`config.mk`:
```
export PLATFORM = sky130hd
export DESIGN_NAME = hex_scan_driver_flat
export DESIGN_NICKNAME = d
export VERILOG_FILES = /design/src/rtl/hex_scan_driver_pkg.sv /design/src/rtl/hex_scan_if.sv /design/src/rtl/hex_scan_driver_timer.sv /design/src/rtl/hex_scan_driver.sv /design/src/flat_wrapper.sv
export SDC_FILE = /design/constraint.sdc
export NUM_CORES = 1
export LEC_CHECK = 0
export BUFFER_PORTS_ARGS = -buffer_cell sky130_fd_sc_hd__buf_2
export CAP_MARGIN = 20
export CORE_AREA = 3 3 81 83
export CTS_CLUSTER_SIZE = 14
export DETAILED_ROUTE_END_ITERATION = 7
export DIE_AREA = 0 0 84 86
export PLACE_DENSITY = 0.79
export SLEW_MARGIN = 25
export SYNTH_ARGS = -nofsm -noshare
export SYNTH_HDL_FRONTEND = slang
export SYNTH_HIERARCHICAL = 1
export SYNTH_SLANG_ARGS = --single-unit
```
`constraint.sdc`:
```
create_clock -name clk -period 7.7 [get_ports clk]
set_clock_uncertainty 0.05 [all_clocks]
set_input_delay 0.385 -clock clk [delete_from_list [all_inputs] [get_ports clk]]
set_output_delay 0.385 -clock clk [all_outputs]
set_load 0.02 [all_outputs]
```
`src/rtl/hex_scan_driver_pkg.sv`:
```
// Shared definitions for the seven-segment scan controller: scan states,
// nibble width and the digit enable decode.
package hex_scan_driver_pkg;

  localparam int NIBBLE_W   = 4;
  localparam int MAX_DIGITS = 8;

  typedef enum logic [1:0] {
    ST_OFF,
    ST_ON,
    ST_GAP
  } scan_state_t;

  // Callers narrow the result to their own digit count with a size cast
  function automatic logic [MAX_DIGITS-1:0] digit_onehot(input int unsigned idx);
    return MAX_DIGITS'(1) << idx;
  endfunction

endpackage

```
`src/rtl/hex_scan_if.sv`:
```
// Display-value side and decoder side of the scan controller, bundled for
// the parent that owns both the value source and the segment decoder.
interface hex_scan_if #(
  parameter int NUM_DIGITS = 4
);

  logic                                                  load;
  logic [hex_scan_driver_pkg::NIBBLE_W*NUM_DIGITS-1:0]   value;
  logic                                                  blank_lz;
  logic [hex_scan_driver_pkg::NIBBLE_W-1:0]              nibble;
  logic [NUM_DIGITS-1:0]                                 digit_sel;
  logic                                                  load_pending;
  logic                                                  frame_start;

  modport master (
    output load, value, blank_lz,
    input  nibble, digit_sel, load_pending, frame_start
  );

  modport slave (
    input  load, value, blank_lz,
    output nibble, digit_sel, load_pending, frame_start
  );

endinterface

```
`src/rtl/hex_scan_driver_timer.sv`:
```
// Loadable down-counter shared by the ON and GAP phases; expire is high on
// the last cycle of a phase that was started with the given terminal count.
module scan_phase_timer #(
  parameter int CNT_W = 16
) (
  input  logic             clk,
  input  logic             rst_n,
  input  logic             start,
  input  logic [CNT_W-1:0] terminal,
  output logic             expire
);

  logic [CNT_W-1:0] count;

  always_ff @(posedge clk or negedge rst_n) begin
    if (!rst_n) begin
      count <= '0;
    end else if (start) begin
      count <= terminal - CNT_W'(1);
    end else if (count != '0) begin
      count <= count - CNT_W'(1);
    end
  end

  assign expire = (count == '0);

endmodule

```
`src/rtl/hex_scan_driver.sv`:
```
// Time-multiplexed digit scanner: holds a frame-coherent display value and
// presents one nibble plus a one-hot digit enable at a time.
module hex_scan_driver
  import hex_scan_driver_pkg::*;
#(
  parameter int NUM_DIGITS  = 4,
  parameter int REFRESH_DIV = 50000,
  parameter int DEAD_CYCLES = 2
) (
  input logic       clk,
  input logic       rst_n,
  hex_scan_if.slave bus
);

  localparam int VAL_W     = NIBBLE_W * NUM_DIGITS;
  localparam int MAX_PHASE = (REFRESH_DIV > DEAD_CYCLES) ? REFRESH_DIV : DEAD_CYCLES;
  localparam int CNT_W     = $clog2(MAX_PHASE + 1);
  localparam int IDX_W     = $clog2(NUM_DIGITS);

  localparam logic [CNT_W-1:0] ON_TERM  = CNT_W'(REFRESH_DIV);
  localparam logic [CNT_W-1:0] GAP_TERM = CNT_W'(DEAD_CYCLES);
  localparam logic [IDX_W-1:0] LAST_IDX = IDX_W'(NUM_DIGITS - 1);

  scan_state_t      state;
  logic [IDX_W-1:0] idx;
  logic [IDX_W-1:0] next_idx;
  logic [VAL_W-1:0] shadow;
  logic [VAL_W-1:0] display;
  logic [VAL_W-1:0] shifted;
  logic             enter_first;
  logic             timer_start;
  logic [CNT_W-1:0] timer_term;
  logic             timer_expire;
  logic             advance;
  logic             wrap;
  logic             blanked;

  scan_phase_timer #(
    .CNT_W(CNT_W)
  ) u_timer (
    .clk     (clk),
    .rst_n   (rst_n),
    .start   (timer_start),
    .terminal(timer_term),
    .expire  (timer_expire)
  );

  always_comb begin
    timer_start = 1'b0;
    timer_term  = ON_TERM;
    advance     = 1'b0;
    case (state)
      ST_OFF: timer_start = bus.load;
      ST_ON: begin
        if (timer_expire) begin
          timer_start = 1'b1;
          if (DEAD_CYCLES > 0) begin
            timer_term = GAP_TERM;
          end else begin
            advance = 1'b1;
          end
        end
      end
      ST_GAP: begin
        if (timer_expire) begin
          timer_start = 1'b1;
          advance     = 1'b1;
        end
      end
      default: ;
    endcase
  end

  assign next_idx = (idx == LAST_IDX) ? '0 : idx + IDX_W'(1);
  assign wrap     = advance && (idx == LAST_IDX);
  assign shifted  = display >> {idx, 2'b00};
  assign blanked  = bus.blank_lz && (idx != '0) && (shifted == '0);

  // Outputs are decoded from the state one edge later, so every output is a
  // flop and the whole scan is shifted uniformly by one cycle.
  always_ff @(posedge clk or negedge rst_n) begin
    if (!rst_n) begin
      state            <= ST_OFF;
      idx              <= '0;
      shadow           <= '0;
      display          <= '0;
      enter_first      <= 1'b0;
      bus.load_pending <= 1'b0;
      bus.nibble       <= '0;
      bus.digit_sel    <= '0;
      bus.frame_start  <= 1'b0;
    end else begin
      enter_first <= 1'b0;
      case (state)
        ST_OFF: begin
          if (bus.load) begin
            state       <= ST_ON;
            idx         <= '0;
            display     <= bus.value;
            enter_first <= 1'b1;
          end
        end
        ST_ON: begin
          if (timer_expire && (DEAD_CYCLES > 0)) begin
            state <= ST_GAP;
          end
        end
        default: ;
      endcase

      if (advance) begin
        state <= ST_ON;
        idx   <= next_idx;
      end

      // The copy reads the old shadow, and a load on this same edge re-arms
      // load_pending below so the newer value waits for the following frame.
      if (wrap) begin
        display          <= shadow;
        bus.load_pending <= 1'b0;
        enter_first      <= 1'b1;
      end

      if (bus.load) begin
        shadow <= bus.value;
        if (state != ST_OFF) begin
          bus.load_pending <= 1'b1;
        end
      end

      bus.frame_start <= enter_first;
      bus.digit_sel   <= '0;
      if (state == ST_ON) begin
        bus.nibble <= shifted[NIBBLE_W-1:0];
        if (!blanked) begin
          bus.digit_sel <= NUM_DIGITS'(digit_onehot(32'(idx)));
        end
      end
    end
  end

endmodule
```
`src/flat_wrapper.sv`:
```
// flat-port wrapper written by rule: the top's interface ports become plain ports
module hex_scan_driver_flat import hex_scan_driver_pkg::*;
#(
  parameter int NUM_DIGITS  = 4,
  parameter int REFRESH_DIV = 50000,
  parameter int DEAD_CYCLES = 2
)
  (clk, rst_n, bus_load, bus_value, bus_blank_lz, bus_nibble, bus_digit_sel, bus_load_pending, bus_frame_start);
  hex_scan_if #(.NUM_DIGITS(NUM_DIGITS)) bus_i ();
  input logic clk;
  input logic rst_n;
  input wire logic [$bits(bus_i.load)-1:0] bus_load;
  input wire logic [$bits(bus_i.value)-1:0] bus_value;
  input wire logic [$bits(bus_i.blank_lz)-1:0] bus_blank_lz;
  output wire logic [$bits(bus_i.nibble)-1:0] bus_nibble;
  output wire logic [$bits(bus_i.digit_sel)-1:0] bus_digit_sel;
  output wire logic [$bits(bus_i.load_pending)-1:0] bus_load_pending;
  output wire logic [$bits(bus_i.frame_start)-1:0] bus_frame_start;
  assign bus_i.load = bus_load;
  assign bus_i.value = bus_value;
  assign bus_i.blank_lz = bus_blank_lz;
  assign bus_nibble = bus_i.nibble;
  assign bus_digit_sel = bus_i.digit_sel;
  assign bus_load_pending = bus_i.load_pending;
  assign bus_frame_start = bus_i.frame_start;
  hex_scan_driver #(.NUM_DIGITS(NUM_DIGITS), .REFRESH_DIV(REFRESH_DIV), .DEAD_CYCLES(DEAD_CYCLES)) u_core (.clk(clk), .rst_n(rst_n), .bus(bus_i));
endmodule
```
======== After elaboration in Yosys (flattened, before gate mapping) ========
Index checks and enable logic that the tools add are counted.
cells by class
  $add $sub $neg .......................... 3
  multiply operators ...................... 0
  divide/modulo/power cells ............... 0
  order comparisons ....................... 0
  equality and inequality tests ........... 5
  shifts and indexed selects .............. 2
  multiplexer cells ....................... 26
  bitwise logic cells ..................... 0
  reduce and logical (&&, ||, !) cells .... 19
operators by type and width
  operator                                            number
  two-way mux 16 bit                                  7
  zero test 16 bit                                    2
  subtractor 16 x 1 -> 16 bit, second input constant  2
  nonzero test 16 bit                                 1
  >> shifter 16 x 4 -> 16 bit                         1
  two-way mux 2 bit                                   7
  nonzero test 2 bit                                  7
  two-way mux 1 bit                                   8
  two-way mux 4 bit                                   2
  == test 2 bit, second input constant                2
  one-hot mux 2 bit (2 select lines)                  1
  AND reduction 2 bit                                 2
  left shift 1 x 2 -> 4 bit, first input constant     1
  logical AND 1 bit                                   3
  != test 3 x 1 -> 1 bit, second input constant       1
  != test 3 x 2 -> 1 bit, second input constant       1
  AND reduction 3 bit                                 1
  nonzero test 3 bit                                  1
  adder 2 x 1 -> 2 bit, second input constant         1
  == test 2 x 1 -> 1 bit, second input constant       1
  zero test 2 bit                                     1
  one-hot mux 1 bit (2 select lines)                  1
  OR reduction 2 bit                                  1
storage, ports and cells
  flip-flop bits (word level) ............. 63
  bits in latches ......................... 0
  RAM bits ................................ 0
  bits in read-only memories .............. 0
  bits of input ports ..................... 20
  output and inout port bits .............. 10
  memories kept ........................... 0

======== Logic depth before layout (Yosys ltp) ========
  depth in word-level cells ............... 7
  mapped depth ............................ 15
  depth with buffers taken out ............ 12

======== Cells and area by module ========
Netlist, hierarchy kept.
modules (own cells, without submodules)
  module            times used  cells each  area each (sq um)  seq. area each (sq um)
  hex_scan_driver   1           183         2190.9             1176.1
  scan_phase_timer  1           129         1197.4             400.4

======== Worst setup path before layout ========
OpenSTA, ideal clock, no wires.
  kind .................................... register -> register
  start point ............................. register u_core.u_timer.count[2]
  end point ............................... register u_core.u_timer.count[14]
  arrival ................................. 3.619 ns
  setup slack ............................. 3.891 ns
  stages on the path, launching flop included .. 16
  buffers on the path ..................... 3
  cell sequence ........................... dfrtp_1 > nor3_1 > nand3_1 > nor2_1 > clkbuf_1 > nand2_1 > a21oi_1 > buf_2 > buf_2 > mux2i_1 > ha_1 > nor4b_1 > a22oi_1 > a2111oi_4 > xnor2_1 > o22ai_1
on the way
  elaborated cells between the ends (all ways) .. 11
  those cells by class .................... add/sub (2); mux (6); reduce/logical (3)
RTL lines
  element                                                   line                                          RTL
  start: declaration                                        hex_scan_driver_timer.sv:13                   logic [CNT_W-1:0] count;
  start signal: assignment                                  hex_scan_driver_timer.sv:19                   count <= terminal - CNT_W'(1);
  start signal: assignment                                  hex_scan_driver_timer.sv:21                   count <= count - CNT_W'(1);
  zero test 16 bit (*)                                      hex_scan_driver_timer.sv:25                   assign expire = (count == '0);
  via u_core.timer_expire                                   hex_scan_driver.sv:33                         logic timer_expire;
  two-way mux 1 bit (*)                                     hex_scan_driver.sv:55, hex_scan_driver.sv:65
  one-hot mux 1 bit (2 select lines) (*)                    hex_scan_driver.sv:52                         case (state)
  via u_core.timer_start                                    hex_scan_driver.sv:31                         logic timer_start;
  two-way mux 16 bit or nonzero test 2 bit (tied branches)  -
Mark *: on every way through the listed nets, which the timed path passes. The rest lies on a longest branch. The select of a mux whose other input is x is not followed.
A chain may end at the register's enable or synchronous reset.

======== Worst setup path after layout ========
  start point ............................. register u_core.u_timer.count[2]
  end point ............................... register u_core.u_timer.count[12]
on the way
  cells in the longest elaborated chain, start to end .. 5
  elaborated cells between the ends (all ways) .. 11
  those cells by class .................... add/sub (2); mux (6); reduce/logical (3)
ends and longest elaborated chain
  element                      line                         RTL
  zero test 16 bit             hex_scan_driver_timer.sv:25
  via u_core.timer_expire      hex_scan_driver.sv:33
  two-way mux 16 bit           hex_scan_driver.sv:55        if (timer_expire) begin
  two-way mux 16 bit           hex_scan_driver.sv:52
  via u_core.timer_term[1]     hex_scan_driver.sv:32        logic [CNT_W-1:0] timer_term;
  subtractor 16 x 1 -> 16 bit  hex_scan_driver_timer.sv:19
  two-way mux 16 bit           hex_scan_driver_timer.sv:18  end else if (start) begin
The timed path passes the listed nets, and every way through them passes these cells. The select of a mux whose other input is x is not followed.

==> metrics.md <==
| Metric | Value |
|---|---|
| Post-layout min period | `4.36 ns` |
| Gr ovfl total | `0` |
| Syn Std Cell Area | `3390 µm²` |
| Worst flop-to-flop path startpoint | `u_core/u_timer/count[2]` |
| Final estimated routing congestion in global placement | `0.817` |
| Largest family of logic cells by synthesized area | `multiplexers` |
| R2R Setup Slk | `3.34 ns` |
| Ys Warns | `6` |
| Sequential fraction of the synthesis area | `46.5%` |
| Flop pwr share | `42.9%` |
| Port buffer count | `29` |
| Post-layout nets | `395` |
| First-pass GRT wire length | `11800 µm` |
| Post-cts resize count | `0` |
| Max FO, Critical Path | `19` |
| RSZ-0062 raised after global routing | `false` |
| Largest net degree at the start of global routing | `64` |
| DR vias | `2447` |
| Setup crit start kind | `register` |
| DRT iter0 DRCs | `229` |
| Required time of the critical path | `7.83 ns` |
| Mean area per synthesized cell | `10.9 µm²` |
| # DRC | `0` |
| Final Util | `66.3%` |
| Vias/cell | `5.50` |
| Gate power share | `29.9%` |
| Wire per inst | `15.3 µm` |
| Layout area overhead | `15.9%` |
| Compound-gate portion of the synthesized area | `12.4%` |
| Synth Register Bits | `63` |
| Skew-Pair Late Insertion Delay | `0.33 ns` |
| Asr flop ratio synth | `100%` |
| Setup total negative slack | `0 ns` |
| Sw frac | `34.6%` |
| Clock slew at reported path FFs | `0.07 ns` |
| Rows | `28` |
| P_leak | `1.71 nW` |
| Initial antenna violation count | `0` |
| Peak supply drop | `163 µV` |
| Vias in the first global route | `2406` |
| Hold_ws | `0.154 ns` |
| Worst Path Arrival | `4.49 ns` |
| Adder-Cell Fraction of Synth Area | `3.32%` |
| CP endpoint | `u_core/u_timer/count[12]` |
| Clock root buffer | `clkbuf_8` |
| Max Freq | `0.229 GHz` |
| IO Count | `30` |
| Hold Vio Cnt, Final | `0` |
| Final WL | `6820 µm` |
| Status | `completed` |
| Post-Synth Simple-Gate Area | `13.4%` |
| Worst Setup End Kind | `register` |
| Share of cells above drive strength 1 | `21.6%` |
| Total die area | `7220 µm²` |
| Reg2reg path depth | `12` |
| Synth cell types | `52` |
| Final Worst Setup Slack | `3.34 ns` |
| DPL Wire Length | `4680 µm` |
| Die W | `84 µm` |
| Xor/xnor share of the synthesized area | `6.46%` |
| Maxcap violations | `0` |
| Worst Tran Pin Value | `0.766 ns` |
| N_diodes | `0` |
| EDFF count, synth | `0` |
| Cts-stage hold buffer count | `0` |
| Pre-CTS setup slack | `3.43 ns` |
| Clk sink count | `63` |
| Die Y | `86 µm` |
| Tightest Hold Check Type | `input port to asynchronous set/reset pin` |
| Router iterations before antenna repair | `4` |
| Post-synth top flop | `dfrtp_1` |
| Total Routing Usage GR | `20.6%` |
| Finish-stage setup viols | `0` |
| ANT nets after route | `0` |
| Clock buffer depth | `2` |
| Clock power frac | `27.2%` |
| Number of buffers created by CTS | `9` |
| Sw Pwr | `448 µW` |
| Pwr dens | `330 nW/µm²` |
| CTS tree | `built` |
| Final period util | `56.6%` |
| Final Max Slew Viols | `0` |
| Critical path class | `register to register` |
| Worst reg2reg endpoint | `u_core/u_timer/count[12]` |
| Area occupied by registers | `1580 µm²` |
| Internal Pwr Total | `847 µW` |
| Htree depth | `3` |
| Multi-input gate area | `1810 µm²` |
| Initial Utilization | `57.2%` |
| Core area | `5920 µm²` |
| Fill count | `447` |
| Postcts setup bufs | `0` |
| Setup crit start | `u_core/u_timer/count[2]` |
| Cells after synthesis | `312` |
| Post-synthesis mux area share | `14.7%` |
| Max-slew headroom | `48.9%` |
==> cells in the mapped netlist, types with 3 or more instances <==
cell type,instances,share of area [%]
inv_1,9,1.0
ha_1,9,3.3
mux2i_1,18,5.3
nor2_1,16,1.8
clkbuf_1,9,1.0
o22ai_1,12,2.2
a21oi_1,13,1.9
buf_1,3,0.33
mux4_2,3,2.0
nand2b_1,3,0.55
dfrtp_1,63,47
nor3_1,11,1.6
mux2_2,20,6.6
nand2_1,30,3.3
o21ai_0,18,2.7
xor2_1,12,3.1
buf_2,3,0.44
xnor2_1,13,3.4
nor4_1,4,0.74
nand3_1,6,0.89
==> metal layers <==
| metal | up-vias | part of all wire, % | track usage [%] |
|---|---|---|---|
| met5 | - | 0 | 0 |
| met2 | 57 | 47 | 32.2 |
| met4 | 0 | 0.72 | 6.14 |
| met1 | 1192 | 48 | 29.0 |
| met3 | 4 | 4.8 | 4.61 |
| li1 | 1194 | - | - |
==> power groups by stage <==
stage	Clock (mW)	Sequential, mW	Combinational, mW
after global placement	0	0.553	0.369
after global routing	0.372	0.569	0.430
after floorplan	0	0.539	0.291
after CTS	0.357	0.553	0.389
after detailed placement	0	0.557	0.385
final	0.352	0.556	0.387
==> registers in the layout, summed over array words and instances, names as in the netlist, 2 cells and up <==
register	flops
u_core/u_timer/count	16
u_core/shadow	16
u_core/idx	2
u_core/bus.nibble	4
u_core/display	16
u_core/bus.digit_sel	4
u_core/state	2
==> how the worst min path moves through the flow <==
stage,endpoint,slack [ns],cells after the start
floorplan,u_core/bus.digit_sel[0],0.04,0
global placement,u_core/bus.frame_start,0.29,0
detailed placement,u_core/bus.frame_start,0.29,0
CTS,u_core/bus.digit_sel[1],0.18,2
global route,u_core/shadow[2],0.21,2
finish,u_core/bus.digit_sel[1],0.15,2
==> layout make-up <==
class / count / share of cell area [%]
clock buffers: 10 / 3.50
clock inverters: 5 / 2.71
inverters: 9 / 0.860
flip-flops and latches: 63 / 40.1
well taps: 75 / 2.39
repair buffers: 32 / 4.27
multi-input cells: 251 / 46.1
==> worst max-delay path, cell delays in order, from the launching register on <==
cell and delay [ns]:
dfrtp_1 0.42, nor3_1 0.56, nand3_1 0.18, nor2_1 0.57
nand2_1 0.60, inv_1 0.22, mux2i_1 0.11, ha_1 0.27
nor4b_1 0.17, a22oi_1 0.54, nand2b_1 0.25, xor2_1 0.16
o22ai_1 0.09
==> per-stage QoR <==
step,instances,cell area (µm²),power [mW]
2_1_floorplan,339,3490,0.830
3_3_place_gp,430,3680,0.922
3_5_place_dp,430,3680,0.942
4_1_cts,445,3920,1.30
5_1_grt,445,3930,1.37
6_report,445,3930,1.30
==> cell usage in the layout, fill, tap and decap left out, types with 12 or more instances in the layout <==
master,netlist,final
a21oi_1,13,13
buf_2,3,29
conb_1,1,28
dfrtp_1,63,63
mux2_2,20,20
mux2i_1,18,18
nand2_1,30,29
nor2_1,16,16
o21ai_0,18,18
o22ai_1,12,12
xnor2_1,13,13
xor2_1,12,12
==> logic make-up after synthesis <==
family	Yosys count
other cells	1
flops	63
compound gates	60
simple gates	87
xor+xnor	25
buf+inv	25
fa+ha+maj	9
mux	42
(Power assumes the default switching activity.)
